File: config.mk
export PLATFORM = sky130hd
export DESIGN_NAME = ps2_key_decoder
export DESIGN_NICKNAME = d
export VERILOG_FILES = /design/src/rtl/ps2_key_decoder_pkg.sv /design/src/rtl/ps2_key_decoder.sv
export SDC_FILE = /design/constraint.sdc
export NUM_CORES = 1
export LEC_CHECK = 0
export CORE_ASPECT_RATIO = 1.1
export CORE_MARGIN = 5
export CORE_UTILIZATION = 55
export DETAILED_ROUTE_END_ITERATION = 8
export MAX_ROUTING_LAYER = met4
export PLACE_DENSITY = 0.79
export SLEW_MARGIN = 20
export SYNTH_ARGS = -nofsm -noshare
export SYNTH_HDL_FRONTEND = slang
export SYNTH_SLANG_ARGS = --single-unit
File: constraint.sdc
create_clock -name clk -period 3.9 [get_ports clk]
set_input_delay 0.78 -clock clk [delete_from_list [all_inputs] [get_ports clk]]
set_output_delay 0.78 -clock clk [all_outputs]
set_load 0.05 [all_outputs]
File: src/rtl/ps2_key_decoder_pkg.sv
// Key encoding, scan-code constants and decoder state type shared by the
// PS/2 key decoder and anything that consumes its key codes.
package ps2_key_decoder_pkg;

   localparam logic [3:0] key_relesed = 4'd0;
   localparam logic [3:0] key_A       = 4'd1;
   localparam logic [3:0] key_S       = 4'd2;
   localparam logic [3:0] key_W       = 4'd3;
   localparam logic [3:0] key_D       = 4'd4;
   localparam logic [3:0] key_1       = 4'd5;
   localparam logic [3:0] key_2       = 4'd6;
   localparam logic [3:0] key_3       = 4'd7;
   localparam logic [3:0] key_4       = 4'd8;
   localparam logic [3:0] key_esc     = 4'd9;

   localparam logic [7:0] SC_A     = 8'h1C;
   localparam logic [7:0] SC_S     = 8'h1B;
   localparam logic [7:0] SC_W     = 8'h1D;
   localparam logic [7:0] SC_D     = 8'h23;
   localparam logic [7:0] SC_1     = 8'h16;
   localparam logic [7:0] SC_2     = 8'h1E;
   localparam logic [7:0] SC_3     = 8'h26;
   localparam logic [7:0] SC_4     = 8'h25;
   localparam logic [7:0] SC_ESC   = 8'h76;
   localparam logic [7:0] SC_BREAK = 8'hF0;
   localparam logic [7:0] SC_EXT   = 8'hE0;

   typedef enum logic [1:0] {
      IDLE    = 2'd0,
      BRK     = 2'd1,
      EXT     = 2'd2,
      EXT_BRK = 2'd3
   } ps2_state_e;

   // key_relesed doubles as the "not a key we care about" result
   function automatic logic [3:0] scan_to_key(input logic [7:0] code);
      case (code)
         SC_A:    return key_A;
         SC_S:    return key_S;
         SC_W:    return key_W;
         SC_D:    return key_D;
         SC_1:    return key_1;
         SC_2:    return key_2;
         SC_3:    return key_3;
         SC_4:    return key_4;
         SC_ESC:  return key_esc;
         default: return key_relesed;
      endcase
   endfunction

endpackage

File: src/rtl/ps2_key_decoder.sv
// Turns PS/2 set-2 bytes into the currently held key plus change/error strobes.
//
// state   | meaning
// IDLE    | waiting for a make code or a prefix
// BRK     | F0 seen, next byte names the released key
// EXT     | E0 seen, extended key follows (not mapped)
// EXT_BRK | E0 F0 seen, next byte is discarded
module ps2_key_decoder
   import ps2_key_decoder_pkg::*;
#(
   parameter int TIMEOUT_CYCLES = 65000,
   parameter int TO_W           = 16
) (
   input  logic       clk,
   input  logic       rst_n,
   input  logic [7:0] rx_data,
   input  logic       rx_valid,
   output logic [3:0] key_code,
   output logic       key_event,
   output logic       seq_error
);

   ps2_state_e      state, state_nx;
   logic [TO_W-1:0] cnt, cnt_nx;
   logic [3:0]      key_nx;
   logic            event_nx, error_nx;
   logic [3:0]      mapped;
   logic            is_prefix;

   assign mapped    = scan_to_key(rx_data);
   assign is_prefix = (rx_data == SC_BREAK) || (rx_data == SC_EXT);

   always_ff @(posedge clk) begin
      if (!rst_n) begin
         state     <= IDLE;
         cnt       <= '0;
         key_code  <= key_relesed;
         key_event <= 1'b0;
         seq_error <= 1'b0;
      end else begin
         state     <= state_nx;
         cnt       <= cnt_nx;
         key_code  <= key_nx;
         key_event <= event_nx;
         seq_error <= error_nx;
      end
   end

   always_comb begin
      state_nx = state;
      cnt_nx   = '0;
      key_nx   = key_code;
      event_nx = 1'b0;
      error_nx = 1'b0;

      if (rx_valid) begin
         case (state)
            IDLE: begin
               if (rx_data == SC_BREAK) begin
                  state_nx = BRK;
               end else if (rx_data == SC_EXT) begin
                  state_nx = EXT;
               end else if (mapped != key_relesed && mapped != key_code) begin
                  key_nx   = mapped;
                  event_nx = 1'b1;
               end
            end
            BRK: begin
               state_nx = IDLE;
               if (is_prefix) begin
                  error_nx = 1'b1;
               end else if (mapped != key_relesed && mapped == key_code) begin
                  // only the held key can clear the output; last press wins
                  key_nx   = key_relesed;
                  event_nx = 1'b1;
               end
            end
            EXT: begin
               state_nx = (rx_data == SC_BREAK) ? EXT_BRK : IDLE;
               error_nx = (rx_data == SC_EXT);
            end
            EXT_BRK: begin
               state_nx = IDLE;
            end
            default: state_nx = IDLE;
         endcase
      end else if (state != IDLE) begin
         if (cnt == TO_W'(TIMEOUT_CYCLES - 1)) begin
            state_nx = IDLE;
            error_nx = 1'b1;
         end else begin
            cnt_nx = cnt + TO_W'(1);
         end
      end
   end

endmodule

==> results of run 1 <==
## path summary, 6_finish.rpt
check              startpoint          end  slack [ns]  cells after the start
setup / recovery   rx_data[0]  key_code[3]        1.19                      8
hold / removal         cnt[0]       cnt[0]        0.46                      1
setup reg to reg  key_code[0]  key_code[3]        2.10                      7
hold reg to reg        cnt[0]       cnt[0]        0.46                      1
## power breakdown
group,internal [mW],switching (mW),total [mW]
clock network,0.104,0.0747,0.179
registers,0.246,0.000258,0.246
logic,0.0225,0.0264,0.0490
total,0.372,0.101,0.474
## per-stage QoR
stage	power, mW	util	instance area, um2
after global placement	0.298	0.647	1630
after global routing	0.499	0.668	1680
final	0.474	0.668	1680
after CTS	0.478	0.668	1680
after floorplan	0.281	-	1460
after detailed placement	0.300	0.647	1630
## flip-flops by register name, summed over array words and instances, names as in the netlist
signal and cells:
key_code 4, cnt 16, seq_error 1, state 2, key_event 1
## cell type report
cell class                      count  area [um2]
Fill cell                         239         837
Multi-Input combinational cell    139         921
Sequential cell                    24         480
Clock inverter                      1        30.0
Clock buffer                        3        22.5
Tap cell                           31        38.8
Inverter                            8        30.0
Timing Repair Buffer               16         160
## worst max-delay path, cell delays in order
cell and delay (ns):
clkdlybuf4s50_1 0.58, nor3_4 0.32, o22ai_1 0.12, a311o_1 0.37, nor4b_2 0.22, nand4_1 0.14, a31oi_2 0.29, o22ai_1 0.11
## placed cells by master, fill, tap and decap left out, drive strengths merged, types with 2 or more instances in the layout
cell,synthesis,routed
nand4,7,7
nand2,12,12
and3,6,6
xnor2,10,10
dfxtp,24,24
nor4bb,2,2
nor2b,5,5
nor4b,3,3
mux2i,3,3
nor2,27,27
nor3b,5,5
and2,3,3
xor2,9,9
o21ai,8,8
nand3,10,10
clkbuf,1,3
clkdlybuf4s50,0,16
inv,8,8
o22ai,5,5
ha,4,4
a21oi,4,4
## layer usage
| layer | up-vias | wire length [um] | GRT usage |
|---|---|---|---|
| li1 | 650 | - | - |
| met1 | 593 | 1220 | 0.180 |
| met2 | 26 | 1530 | 0.327 |
| met3 | 10 | 115 | 0.0382 |
| met4 | 0 | 98 | 0.0878 |
| met5 | - | 0 | - |
## cells by family (layout without fill, tap and decap cells)
group,Yosys count,in the layout
buffers and inverters,13,28
multiplexers,3,3
flip-flops,24,24
AND/OR/NAND/NOR,87,87
XOR/XNOR,19,19
AO/OA/AOI/OAI,26,26
adder cells (fa/ha/maj),4,4
==> metrics, run 1 <==
status completed; num rows 19; Gates resized, CTS repair 0; CTS Root Cell clkbuf_4; Nets 207; Data arrival, critical path 2.93 ns; global placer's final weighted congestion 0.858; skew final 0.0171 ns; Tmin final 2.71 ns; Worst EP required 4.12 ns; prevailing post-synth register cell dfxtp_1; fin cells 222; CTS max path bufs 2; YS warnings 0; Setup TNS 0 ns; postcts setup bufs 0; Max-cap violations 0; RSZ-0062 raised after global routing false; post-synthesis xor/xnor area fraction 0.114; Pins Over Slew Limit 0; Die Wd 59.2 um; Hold Buf Count CTS 0; die span in y 64.1 um; Routed Antenna Nets 0; area grow syn2layout 15.2%; CTS tree built; area share of the largest cell type after synthesis 0.329; largest family of logic cells by synthesized area simple AND/OR/NAND/NOR gates; diodes inserted 0; CP Class in -> reg; Hold Crit Class reg -> reg; vias in the first global route 1297; post-synth net total 191; element type at the critical path start input port; TritonCTS Sinks 24; H-tree Lvls 1; Adder-Cell Fraction of Synth Area 0.0342; routed len/inst 13.4 um; flops & latches, synth 24; FMAX 369 MHz; CP max FO 9; Synth area leader dfxtp_1; GR Util All Layers 0.182; final number of hold-violating endpoints 0; most common cell in the netlist nor2_1; pin count of the biggest net entering global routing 17; num ports 17; port bufs 16; Syn Std Cell Area 1460 um2; Starting Density 0.580; ys async rst share 0; Syn Area/Cell 8.30 um2; post-synthesis sequential area ratio 0.329; Synth area leaders dfxtp_1, nor2_1, xnor2_1, xor2_1, ha_1; Post-DP HPWL 2.31 mm; CP Capture Type flop; die area 3790 um2; drt initial violations 56; Tightest Pin Transition 0.557 ns; Post-Route WL 2.97 mm; cell count after synthesis 176; layout cells sized above 1 0.0576; grt total ovfl 0; hold slack 0.462 ns; post-route setup slack 1.19 ns; vias post-DR 1279; Final period util 0.695; VDD IR max 223 uV; first-pass GRT wire length 5.32 mm; mux cell area share after synthesis 0.0205; post-synthesis compound-gate area fraction 0.122; Post-synth EDFFs 0; DR pass1 iterations 4; DRC 0; Post-Synth Simple-Gate Area 0.340; Placed Cells 218; Core Area 2520 um2; post-synthesis cell type count 42; Final setup viols 0; clk slew on worst S/H paths 0.14 ns; Worst-Skew Late Latency 0.32 ns; vias per cell 5.76; antenna violations before repair 0; total CTS buffers 3; pre-CTS setup slack 0.842 ns; slew margin rel. 0.628; Commonest cells post-synth nor2_1, dfxtp_1, nand2_1, nand3_1, xnor2_1; leak pwr 0.562 nW; Power Dens Cells 282 nW/um2
Note: power is estimated with default switching activity, not from simulation.
==> inputs of run 2 (changes only) <==
Settings changed: CORE_UTILIZATION 55 to 50, PLACE_DENSITY 0.79 to 0.75.
Clock period 3.9 ns to 2.2 ns, I/O delays scaled along.
==> run 2 against run 1 <==
Compared with the run above: critical path depth unchanged; clock skew down 0.0027 ns; register-to-register slack worse by 1.7 ns; sequential share of layout area down 3.2 points; die area up 8.3%; combinational power up 130%; clock power about the same; flip-flop and latch count unchanged; cell area up 13%; via count up 7.6%; hold slack worse by 0.010 ns; clock-buffer cell count unchanged; critical path type unchanged.
==> metrics, run 2 (synthesis results as in run 1) <==
status completed; die area 4110 um2; Reg-to-Reg Start key_code[0]; Largest regs cnt (16), key_code (4), state (2); Nets 232; vias in the first global route 1348; FMAX 479 MHz; H-tree Lvls 1; vias post-DR 1376; Final setup viols 0; pre-CTS setup slack -0.442 ns; Post-Route WL 3.39 mm; length of routed wiring on met1 1.37 mm; Data arrival, critical path 2.29 ns; first-pass GRT wire length 5.66 mm; worst r2r path cells 7; Final period util 0.949; RSZ-0062 raised after global routing false; element type at the critical path start input port; port bufs 16; routed len/inst 13.7 um; Top reg by flops cnt; leak pwr 0.718 nW; CP Capture Type flop; post-route setup slack 0.113 ns; CTS tree built; pin count of the biggest net entering global routing 17; Setup TNS 0 ns; Power Dens Cells 385 nW/um2; Worst EP required 2.41 ns; Worst-Skew Late Latency 0.31 ns; CP Class in -> reg; global placer's final weighted congestion 0.879; Routed Antenna Nets 0; layout cells sized above 1 0.200; Pins Over Slew Limit 0; Met3 Wirelength 127 um; VDD IR max 298 uV; Die Wd 61.5 um; hold slack 0.451 ns; clk slew on worst S/H paths 0.12 ns; Hold Buf Count CTS 0; diodes inserted 0; GR Util All Layers 0.186; Max-cap violations 0; Hold Crit Class reg -> reg; reg-to-reg endpoint key_code[0]; max FFs per register 16; DR pass1 iterations 4; vias per cell 5.55; multi-input logic area 968 um2; postcts setup bufs 0; Tightest Pin Transition 0.500 ns; fill count 235; die span in y 66.7 um; Critical Path End key_code[0]; Post-DP HPWL 2.54 mm; area grow syn2layout 29.8%; most frequent cells in the layout nor2_1, buf_4, dfxtp_1; FF/Latch Area 480 um2; most common cell after layout, fill and taps aside nor2_1; antenna violations before repair 0; DRC 0; Tot Pwr 730 uW; grt total ovfl 0; post-layout util 0.683; CP max FO 8; Core Area 2780 um2; CTS Root Cell clkbuf_4; final number of hold-violating endpoints 0; Max Used Layer met4; num rows 20; Starting Density 0.526; total CTS buffers 3; Tmin final 2.09 ns; drt initial violations 82; TritonCTS Sinks 24; met2 wire len 1.81 mm; skew final 0.0144 ns; slew margin rel. 0.665; R2R Setup Slk 0.41 ns; CTS max path bufs 2; Critical Path Start rx_data[2]; num ports 17
[run 2: cell types whose count changed in the layout (fill, tap and decap cells not counted), moves of 2 or more]
cell | before | now
buf_4 | 0 | 25
clkdlybuf4s50_1 | 16 | 9
dlygate4sd2_1 | 0 | 3
dlymetal6s2s_1 | 0 | 4
o21ai_2 | 0 | 2
xnor2_1 | 10 | 8
xnor2_2 | 0 | 2
[run 2: cell type report]
| class | count | share of cell area |
|---|---|---|
| Multi-Input combinational cell | 139 | 0.511 |
| Sequential cell | 24 | 0.253 |
| Timing Repair Buffer | 41 | 0.187 |
| Tap cell | 33 | 0.0218 |
| Inverter | 8 | 0.0158 |
| Clock buffer | 3 | 0.0119 |
[run 2: repair_timing]
action / 4_1_cts / 5_1_grt
endpoints found under the hold margin: 0 / 0
pin swaps: 1 / 1
gates resized for setup: 6 / 11
gates cloned: 0 / 0
endpoints found under the setup margin: 5 / 6
[run 2: metrics by stage]
step / instances / cell area, um2
after CTS: 248 / 1850
after global routing: 248 / 1900
final: 248 / 1900
after floorplan: 176 / 1460
after detailed placement: 245 / 1820
after global placement: 245 / 1820
[run 2: how the worst min path moves through the flow]
stage | startpoint | slack [ns] | cells after the start | to
after global placement | cnt[0] | 0.43 | 1 | cnt[0]
after CTS | cnt[0] | 0.46 | 1 | cnt[0]
final | cnt[0] | 0.45 | 1 | cnt[0]
after detailed placement | cnt[0] | 0.44 | 1 | cnt[0]
after global routing | cnt[0] | 0.50 | 1 | cnt[0]
after floorplan | cnt[0] | 0.42 | 1 | cnt[0]
[run 2: power by group]
| part | leakage [nW] | internal, mW | switching, mW | total (mW) |
|---|---|---|---|---|
| logic | 0.511 | 0.0574 | 0.0559 | 0.113 |
| registers | 0.193 | 0.435 | 0.000480 | 0.436 |
| clock network | 0.0138 | 0.0640 | 0.117 | 0.181 |
| total | 0.718 | 0.557 | 0.173 | 0.730 |
[run 2: critical path, cell delays in order]
cell             delay [ns]
clkdlybuf4s50_1        0.59
buf_4                  0.20
nand4_1                0.12
mux2i_2                0.24
nor2_1                 0.10
a41o_1                 0.27
a31oi_4                0.22
o22ai_1                0.11
[run 2: per-layer routing]
layer	vias up	GRT usage
met5	-	-
met3	12	0.0388
li1	703	-
met2	32	0.323
met1	629	0.202
met4	0	0.0743
